[src/rtl/picorv32_soc_rst_seq_if.sv]
// Reset sequencer bus: soft-reset sources in, reset/status back out.
interface picorv32_soc_rst_seq_if #(
  parameter int CNT_WIDTH = 8
);
  logic                 hps_rst_req;
  logic                 key_rst_n;
  logic                 soc_rst;
  logic                 running;
  logic [2:0]           rst_cause;
  logic [CNT_WIDTH-1:0] rst_count;

  // Reset requester / status reader side (HPS PIO, KEY, test harness)
  modport master (
    output hps_rst_req, key_rst_n,
    input  soc_rst, running, rst_cause, rst_count
  );

  // Sequencer side
  modport slave (
    input  hps_rst_req, key_rst_n,
    output soc_rst, running, rst_cause, rst_count
  );
endinterface

[src/rtl/picorv32_soc_rst_seq.sv]
// Reset sequencer for picorv32_wb_soc: merges POR, HPS and KEY reset sources,
// stretches the reset to a minimum hold time plus a release delay, and
// records the last reset cause and a saturating soft-reset count.
module picorv32_soc_rst_seq #(
  parameter int HOLD_CYCLES = 16,
  parameter int RELEASE_DLY = 64,
  parameter int CNT_WIDTH   = 8,
  parameter int SYNC_STAGES = 2
) (
  input  logic                         wb_clk,
  input  logic                         wb_rst,
  picorv32_soc_rst_seq_if.slave        bus
);

  localparam int CMAX = (HOLD_CYCLES > RELEASE_DLY) ? HOLD_CYCLES : RELEASE_DLY;
  localparam int CW   = (CMAX > 1) ? $clog2(CMAX) : 1;
  localparam logic [CW-1:0] HOLD_LAST = CW'(HOLD_CYCLES - 1);
  localparam logic [CW-1:0] DLY_LAST  = CW'(RELEASE_DLY - 1);

  typedef enum logic [1:0] {
    HOLD  = 2'd0,
    WAIT  = 2'd1,
    DELAY = 2'd2,
    RUN   = 2'd3
  } state_t;

  state_t                state_q, state_d;
  logic [CW-1:0]         cnt_q, cnt_d;
  logic [2:0]            cause_q, cause_d;
  logic [CNT_WIDTH-1:0]  count_q, count_d;
  logic                  soc_rst_q;
  logic [SYNC_STAGES-1:0] sync_q;
  logic                  key_s;
  logic                  req;

  // KEY crosses from the 50 MHz domain; flops preset to "not pressed"
  always_ff @(posedge wb_clk or posedge wb_rst) begin
    if (wb_rst) sync_q <= '1;
    else        sync_q <= {sync_q[SYNC_STAGES-2:0], bus.key_rst_n};
  end

  assign key_s = sync_q[SYNC_STAGES-1];
  // HPS request is already in wb_clk domain, so it is used unsynchronised
  assign req   = bus.hps_rst_req | ~key_s;

  // State, counters and registered reset output
  always_ff @(posedge wb_clk or posedge wb_rst) begin
    if (wb_rst) begin
      state_q   <= HOLD;
      cnt_q     <= '0;
      cause_q   <= 3'b001;
      count_q   <= '0;
      soc_rst_q <= 1'b1;
    end else begin
      state_q   <= state_d;
      cnt_q     <= cnt_d;
      cause_q   <= cause_d;
      count_q   <= count_d;
      // Registered from next state so soc_rst moves on the same edge as RUN entry/exit
      soc_rst_q <= (state_d != RUN);
    end
  end

  // Next-state logic: hold, wait for sources to drop, delay, run
  always_comb begin
    state_d = state_q;
    cnt_d   = cnt_q;
    cause_d = cause_q;
    count_d = count_q;
    case (state_q)
      HOLD: begin
        if (cnt_q == HOLD_LAST) begin
          cnt_d   = '0;
          state_d = req ? WAIT : DELAY;
        end else begin
          cnt_d = cnt_q + 1'b1;
        end
      end
      WAIT: begin
        if (!req) begin
          state_d = DELAY;
          cnt_d   = '0;
        end
      end
      DELAY: begin
        if (req) begin
          // Restart of the sequence; not a new soft reset, so count untouched
          state_d = HOLD;
          cnt_d   = '0;
          cause_d = {~key_s, bus.hps_rst_req, 1'b0};
        end else if (cnt_q == DLY_LAST) begin
          state_d = RUN;
          cnt_d   = '0;
        end else begin
          cnt_d = cnt_q + 1'b1;
        end
      end
      RUN: begin
        if (req) begin
          state_d = HOLD;
          cnt_d   = '0;
          cause_d = {~key_s, bus.hps_rst_req, 1'b0};
          if (count_q != '1) count_d = count_q + 1'b1;
        end
      end
      default: begin
        state_d = HOLD;
        cnt_d   = '0;
      end
    endcase
  end

  assign bus.soc_rst   = soc_rst_q;
  assign bus.running   = ~soc_rst_q;
  assign bus.rst_cause = cause_q;
  assign bus.rst_count = count_q;

endmodule

[src/flat_wrapper.sv]
// flat-port wrapper written by rule: the top's interface ports become plain ports
module picorv32_soc_rst_seq_flat 
#(
  parameter int HOLD_CYCLES = 16,
  parameter int RELEASE_DLY = 64,
  parameter int CNT_WIDTH   = 8,
  parameter int SYNC_STAGES = 2
)
  (wb_clk, wb_rst, bus_hps_rst_req, bus_key_rst_n, bus_soc_rst, bus_running, bus_rst_cause, bus_rst_count);
  picorv32_soc_rst_seq_if #(.CNT_WIDTH(CNT_WIDTH)) bus_i ();
  input  logic wb_clk;
  input  logic wb_rst;
  input wire logic [$bits(bus_i.hps_rst_req)-1:0] bus_hps_rst_req;
  input wire logic [$bits(bus_i.key_rst_n)-1:0] bus_key_rst_n;
  output wire logic [$bits(bus_i.soc_rst)-1:0] bus_soc_rst;
  output wire logic [$bits(bus_i.running)-1:0] bus_running;
  output wire logic [$bits(bus_i.rst_cause)-1:0] bus_rst_cause;
  output wire logic [$bits(bus_i.rst_count)-1:0] bus_rst_count;
  assign bus_i.hps_rst_req = bus_hps_rst_req;
  assign bus_i.key_rst_n = bus_key_rst_n;
  assign bus_soc_rst = bus_i.soc_rst;
  assign bus_running = bus_i.running;
  assign bus_rst_cause = bus_i.rst_cause;
  assign bus_rst_count = bus_i.rst_count;
  picorv32_soc_rst_seq #(.HOLD_CYCLES(HOLD_CYCLES), .RELEASE_DLY(RELEASE_DLY), .CNT_WIDTH(CNT_WIDTH), .SYNC_STAGES(SYNC_STAGES)) u_core (.wb_clk(wb_clk), .wb_rst(wb_rst), .bus(bus_i));
endmodule
[config.mk]
export PLATFORM = sky130hd
export DESIGN_NAME = picorv32_soc_rst_seq_flat
export DESIGN_NICKNAME = d
export VERILOG_FILES = /design/src/rtl/picorv32_soc_rst_seq_if.sv /design/src/rtl/picorv32_soc_rst_seq.sv /design/src/flat_wrapper.sv
export SDC_FILE = /design/constraint.sdc
export NUM_CORES = 1
export LEC_CHECK = 0
export ABC_AREA = 1
export CAP_MARGIN = 5
export CELL_PAD_IN_SITES_DETAIL_PLACEMENT = 2
export CELL_PAD_IN_SITES_GLOBAL_PLACEMENT = 2
export CORE_MARGIN = 2
export CORE_UTILIZATION = 33
export CTS_CLUSTER_DIAMETER = 200
export DETAILED_ROUTE_END_ITERATION = 16
export GPL_TIMING_DRIVEN = 0
export PLACE_DENSITY = 0.78
export SLEW_MARGIN = 10
export SYNTH_ARGS = -nofsm -noshare
export SYNTH_HDL_FRONTEND = slang
export SYNTH_SLANG_ARGS = --single-unit
[constraint.sdc]
create_clock -name wb_clk -period 2.35 [get_ports wb_clk]
set_input_delay 0.47 -clock wb_clk [delete_from_list [all_inputs] [get_ports wb_clk]]
set_output_delay 0.47 -clock wb_clk [all_outputs]
set_load 0.03 [all_outputs]
After elaboration in Yosys (flattened, before gate mapping)
Index checks and enable logic that the tools add are counted.
Widths: inputs -> output; s select.

cells by class
  add/sub/neg operators = 2
  equal/unequal tests = 9
  mux-type cells = 13
  bitwise operators = 3
  reduce and logical (&&, ||, !) cells = 5

operator list
  kind                 count
  $mux 6               5
  $pmux 6 s4           1
  $mux 2               6
  $add 8x1->8 const B  1
  $ne 8x8->1 const B   1
  $pmux 2 s4           1
  $add 6x1->6 const B  1
  $eq 6x4->1 const B   1
  $eq 6x6->1 const B   1
  $eq 2x2->1 const B   2
  $ne 2x2->1 const B   2
  $reduce_and 2->1     2
  $reduce_and 3->1     1
  $eq 2x1->1 const B   1
  $logic_not 2->1      1
  $ne 2x1->1 const B   1
  $not 1->1            2
  $reduce_or 2->1      1
  $or 1x1->1           1

storage, ports and cells
  bits in registers = 22
  bits of input ports = 4
  output and inout port bits = 13
  word-level logic and storage cells = 38

Longest topological paths before layout
  depth after elaboration = 6
  mapped depth = 9
  depth with buffers taken out = 9

Worst setup path after synthesis
Ideal clock, no wire load.

  kind = register -> register
  start point = reg u_core.count_q[0], in the netlist u_core.bus.rst_count[0]
  end point = reg u_core.count_q[4], in the netlist u_core.bus.rst_count[4]
  library setup time = 0.117 ns
  data arrival time = 1.351 ns
  required time = 2.233 ns
  slack = 0.881 ns
  stages on the path, launching flop included = 9
  path buffers = 0
  clock period less this slack = 1.469 ns
  cell sequence = dfrtp_1 > ha_1 > nand3_2 > nor2_4 > nand2_2 > nand3_4 > inv_6 > nand2_1 > nand2_1

between the ends
  longest elaborated chain between the ends = 2
  elaborated cells between the ends (all ways) = 3
  classes of those cells = add/sub (1); eq/ne (1); reduce/logical (1)

ends and longest elaborated chain
  what                                                 RTL line                    RTL
  start: declaration                                   picorv32_soc_rst_seq.sv:30  logic [CNT_WIDTH-1:0] count_q, count_d;
  start signal: assignment                             picorv32_soc_rst_seq.sv:58  count_q <= count_d;
  branches (longest 2 deep; another with $add 8x1->8)  n/a

Several ways; the timed one is not identified.
A chain may end at the register's enable or synchronous reset.

Worst setup path after layout
  start point = reg u_core.count_q[4], in the netlist u_core.bus.rst_count[4]
  end point = out bus_rst_count[4]

RTL lines
  what              RTL line            RTL
  end: declaration  flat_wrapper.sv:18  output wire logic [$bits(bus_i.rst_count)-1:0] bus_rst_count;

No word-level cell between the ends.

==> report_table.html <==
<table>
<tr><th>Metric</th><th>Value</th></tr>
<tr><th colspan="2">Clocking</th></tr>
<tr><td>Maximum count of clock buffers along a single path</td><td>2</td></tr>
<tr><td>Clock sink count</td><td>22</td></tr>
<tr><td>Clock buffers created by TritonCTS</td><td>3</td></tr>
<tr><td>Number of hold buffers added after CTS</td><td>0</td></tr>
<tr><td>H-tree lvl count</td><td>1</td></tr>
<tr><td>Number of setup buffers added after CTS</td><td>0</td></tr>
<tr><td>TritonCTS clock tree</td><td>yes</td></tr>
<tr><td>Clock Latency Late Sink</td><td>between 0.2 and 0.3 ns</td></tr>
<tr><td>Clock transition at the registers of the reported paths</td><td>~0.09 ns</td></tr>
<tr><td>Gates resized, CTS repair</td><td>0</td></tr>
<tr><td>Buffer type at the clock tree root</td><td>sky130_fd_sc_hd__clkbuf_8</td></tr>
<tr><th colspan="2">Synthesis</th></tr>
<tr><td>Cell taking the most area after synthesis</td><td>sky130_fd_sc_hd__dfrtp_1</td></tr>
<tr><td>Sequential element share of the synthesized area</td><td>45.6%</td></tr>
<tr><td>Number of different library cells in the post-synthesis netlist</td><td>23</td></tr>
<tr><td>Area share of the largest cell type after synthesis</td><td>between 30% and 40%</td></tr>
<tr><td>Avg Synthesized Cell Area</td><td>just under 8 sq um</td></tr>
<tr><td>Number of register bits inferred by synthesis</td><td>22</td></tr>
<tr><td>Synth top area cells</td><td>sky130_fd_sc_hd__dfrtp_1, sky130_fd_sc_hd__nand2_1, sky130_fd_sc_hd__dfstp_2</td></tr>
<tr><td>Cells after synthesis</td><td>around 160</td></tr>
<tr><td>Number of enable-type register cells in the synthesized netlist</td><td>0</td></tr>
<tr><td>Most common cell in the netlist</td><td>sky130_fd_sc_hd__nand2_1</td></tr>
<tr><td>Syn_nets</td><td>roughly 160</td></tr>
<tr><td>Post-synthesis instance area</td><td>~0.0012 sq mm</td></tr>
<tr><td>Yosys warnings</td><td>0</td></tr>
<tr><td>Main flop type after synthesis</td><td>sky130_fd_sc_hd__dfrtp_1</td></tr>
<tr><td>Top cells by instance count after synthesis</td><td>sky130_fd_sc_hd__nand2_1, sky130_fd_sc_hd__inv_1, sky130_fd_sc_hd__dfrtp_1</td></tr>
<tr><td>Share of flip-flops with an asynchronous set or reset after synthesis</td><td>100%</td></tr>
<tr><th colspan="2">Placement</th></tr>
<tr><td>Cell area reported after detailed placement</td><td>around 0.0014 sq mm</td></tr>
<tr><td>DP HPWL</td><td>2530 um</td></tr>
<tr><td>Routability cong.</td><td>~0.69</td></tr>
<tr><td>Worst Setup Slack post-DPL</td><td>0.539 ns</td></tr>
<tr><td>Number of buffers inserted by port buffering</td><td>16</td></tr>
<tr><td>Number of cells in the design after placement</td><td>221</td></tr>
<tr><th colspan="2">Final layout</th></tr>
<tr><td>Count of fill cells added during filler insertion</td><td>448</td></tr>
<tr><td>Final #Nets</td><td>between 150 and 200</td></tr>
<tr><td>N_diodes</td><td>0</td></tr>
<tr><td>Area growth syn-to-layout</td><td>22.6%</td></tr>
<tr><td>Final cell count without fillers</td><td>225</td></tr>
<tr><td>Share of post-route cells with drive strength above 1</td><td>approximately 12%</td></tr>
<tr><td>Post-layout instance area</td><td>0.00149 sq mm</td></tr>
<tr><th colspan="2">Die</th></tr>
<tr><td>Initial cell density of the core</td><td>33.8%</td></tr>
<tr><td>Die span in x</td><td>64.7 um</td></tr>
<tr><td>Core area</td><td>between 0.003 and 0.004 sq mm</td></tr>
<tr><td>Number of rows in the core area</td><td>22</td></tr>
<tr><td>Io pins</td><td>17</td></tr>
<tr><td>Die Y-Extent</td><td>around 65 um</td></tr>
<tr><td>DIE AREA</td><td>about 0.0042 sq mm</td></tr>
<tr><th colspan="2">GRT</th></tr>
<tr><td>Antenna violations before repair</td><td>0</td></tr>
<tr><td>First-pass GRT wire length</td><td>5490 um</td></tr>
<tr><td>Number of global-route vias before repair</td><td>1152</td></tr>
<tr><td>Aggregate global-route resource usage</td><td>between 10% and 20%</td></tr>
<tr><td>GR Overflow Total</td><td>0</td></tr>
<tr><td>Maximum number of pins on one net before global-route repair</td><td>23</td></tr>
<tr><th colspan="2">Detailed routing</th></tr>
<tr><td>Total detailed-routing wirelength</td><td>around 3300 um</td></tr>
<tr><td>DR DRC count</td><td>0</td></tr>
<tr><td>Routed Antenna Nets</td><td>0</td></tr>
<tr><td>Routed wire per std cell</td><td>~15 um</td></tr>
<tr><td>Number of search-and-repair iterations in the first detailed-routing pass</td><td>4</td></tr>
<tr><td>Routed vias</td><td>between 1000 and 1500</td></tr>
<tr><td>Per-cell via count in the routed design</td><td>slightly below 5</td></tr>
<tr><td>Starting DRC count in detailed routing</td><td>27</td></tr>
<tr><th colspan="2">Power and ir drop</th></tr>
<tr><td>Sw Ratio</td><td>36.2%</td></tr>
<tr><td>Switching pwr</td><td>around 0.42 mW</td></tr>
<tr><td>Fraction of power consumed by sequential logic</td><td>approximately 44%</td></tr>
<tr><td>Cell-internal power</td><td>roughly 0.74 mW</td></tr>
<tr><td>Cell area power density</td><td>776 mW/mm^2</td></tr>
<tr><td>Clock share of power</td><td>24.3%</td></tr>
<tr><td>Combinational power share</td><td>between 30% and 40%</td></tr>
<tr><td>Final Power</td><td>around 1.2 mW</td></tr>
<tr><td>Worst VDD drop</td><td>between 300 and 400 uV</td></tr>
<tr><td>Leak Pwr</td><td>around 0.75 nW</td></tr>
<tr><th colspan="2">STA</th></tr>
<tr><td>Max frequency</td><td>0.506 GHz</td></tr>
<tr><td>Worst relative slew slack</td><td>roughly 40%</td></tr>
<tr><td>Endpoints failing setup</td><td>0</td></tr>
<tr><td>Endpoints failing hold</td><td>0</td></tr>
<tr><td>Post-route clock skew</td><td>between 0.004 and 0.005 ns</td></tr>
<tr><td>Unrepaired setup endpoints after global routing</td><td>no</td></tr>
<tr><td>Worst Tran Pin Value</td><td>about 0.88 ns</td></tr>
<tr><td>Post-route fraction of the period consumed by the critical path</td><td>approximately 84%</td></tr>
<tr><td>Setup TNS</td><td>0 ns</td></tr>
<tr><td>Time the worst path needs with I/O delays and setup</td><td>about 2 ns</td></tr>
<tr><td>Pins Over Slew Limit</td><td>0</td></tr>
<tr><td>Setup slack of the critical path after layout</td><td>roughly 0.37 ns</td></tr>
<tr><th colspan="2">Worst setup path</th></tr>
<tr><td>Cell chain of the critical path</td><td>clkdlybuf4s50_1</td></tr>
<tr><td>Startpoint Class</td><td>flop</td></tr>
<tr><td>Slowest-stage cell, CP</td><td>sky130_fd_sc_hd__clkdlybuf4s50_1</td></tr>
<tr><td>Arrival time of the worst setup path</td><td>about 1.5 ns</td></tr>
<tr><td>Type of element capturing the critical path</td><td>output port</td></tr>
<tr><td>Buffers &amp; Inverters on Critical Path</td><td>1</td></tr>
<tr><td>Worst path required time</td><td>~1.9 ns</td></tr>
<tr><td>Largest delay share family, worst path</td><td>buffers and inverters</td></tr>
<tr><td>Critical path class</td><td>reg -&gt; out</td></tr>
<tr><td>Slowest stage delay, CP</td><td>~0.73 ns</td></tr>
<tr><td>Maximum fanout encountered on the critical timing path</td><td>7</td></tr>
<tr><th colspan="2">Hold path</th></tr>
<tr><td>Hold Path Class</td><td>reg -&gt; reg</td></tr>
<tr><th colspan="2">Job</th></tr>
<tr><td>Max-cap viol count</td><td>0</td></tr>
<tr><th colspan="2">Outcome</th></tr>
<tr><td>Run status</td><td>finished, final reports clean</td></tr>
</table>
## metal layers
metal,GRT usage (%),up-vias,share of wire [%]
met5,0,-,0
met4,3.99,0,0.73
met3,4.17,2,2.6
met2,33.4,11,57
met1,19.2,556,40
li1,-,522,-
## through the flow
step / hold slack, ns / util, %
after floorplan: 0.345 / -
after global placement: 0.345 / 39.9
after detailed placement: 0.356 / 39.9
after CTS: 0.372 / 41.4
after global routing: 0.375 / 41.4
final: 0.367 / 41.4
## logic make-up after synthesis
group	Yosys count	share of synthesized area (%)
AND/OR/NAND/NOR	96	37.1
buffers and inverters	26	9.04
flip-flops	22	45.6
AO/OA/AOI/OAI	7	3.29
XOR/XNOR	4	2.88
adder cells (fa/ha/maj)	2	2.06
## cell usage in the layout, fill, tap and decap left out, drive strengths merged
master and instances:
nand2 62, inv 25, dfrtp 18, clkdlybuf4s50 16
nor2 15, nand3 13, nand4 4, clkbuf 4
dfstp 4, o21ai 4, xnor2 2, xor2 2
o211ai 2, nand3b 2, ha 2, buf 1
a21oi 1
## power by group through the flow
stage	Clock [mW]	Combinational, mW	Sequential (mW)
floorplan	0	0.168	0.578
global placement	0	0.343	0.515
detailed placement	0	0.371	0.521
CTS	0.292	0.373	0.516
global route	0.307	0.403	0.529
finish	0.281	0.363	0.514
## state kept, by name, summed over array words and instances (netlist names)
name                  count
u_core.bus.rst_cause      3
u_core.bus.rst_count      8
u_core.bus.soc_rst        1
u_core.cnt_q              6
u_core.state_q            2
u_core.sync_q             2
## area by class of cell
class | instances | area, sq um | share of cell area, %
Tap cell | 48 | 60.1 | 4.02
Multi-Input combinational cell | 109 | 552 | 37.0
Timing Repair Buffer | 16 | 160 | 10.7
Sequential cell | 22 | 556 | 37.2
Inverter | 25 | 98.8 | 6.62
Buffer | 1 | 11.3 | 0.754
Clock buffer | 4 | 55.1 | 3.69
## final timing paths
| kind | depth (start not counted) | endpoint | slack, ns | from |
|---|---|---|---|---|
| setup reg to reg | 8 | u_core.bus.rst_count[6]$_DFFE_PP0P_ | 0.92 | u_core.bus.rst_count[0]$_DFFE_PP0P_ |
| max in group asynchronous | 2 | u_core.state_q[1]$_DFF_PP0_ | 1.12 | wb_rst |
| hold / removal | 0 | u_core.sync_q[1]$_DFF_PP1_ | 0.37 | u_core.sync_q[0]$_DFF_PP1_ |
| min in group asynchronous | 2 | u_core.bus.rst_cause[2]$_DFFE_PP0P_ | 0.68 | wb_rst |
| setup / recovery | 1 | bus_rst_count[4] | 0.37 | u_core.bus.rst_count[4]$_DFFE_PP0P_ |
| hold reg to reg | 0 | u_core.sync_q[1]$_DFF_PP1_ | 0.37 | u_core.sync_q[0]$_DFF_PP1_ |
Note: power is estimated with default switching activity, not from simulation.
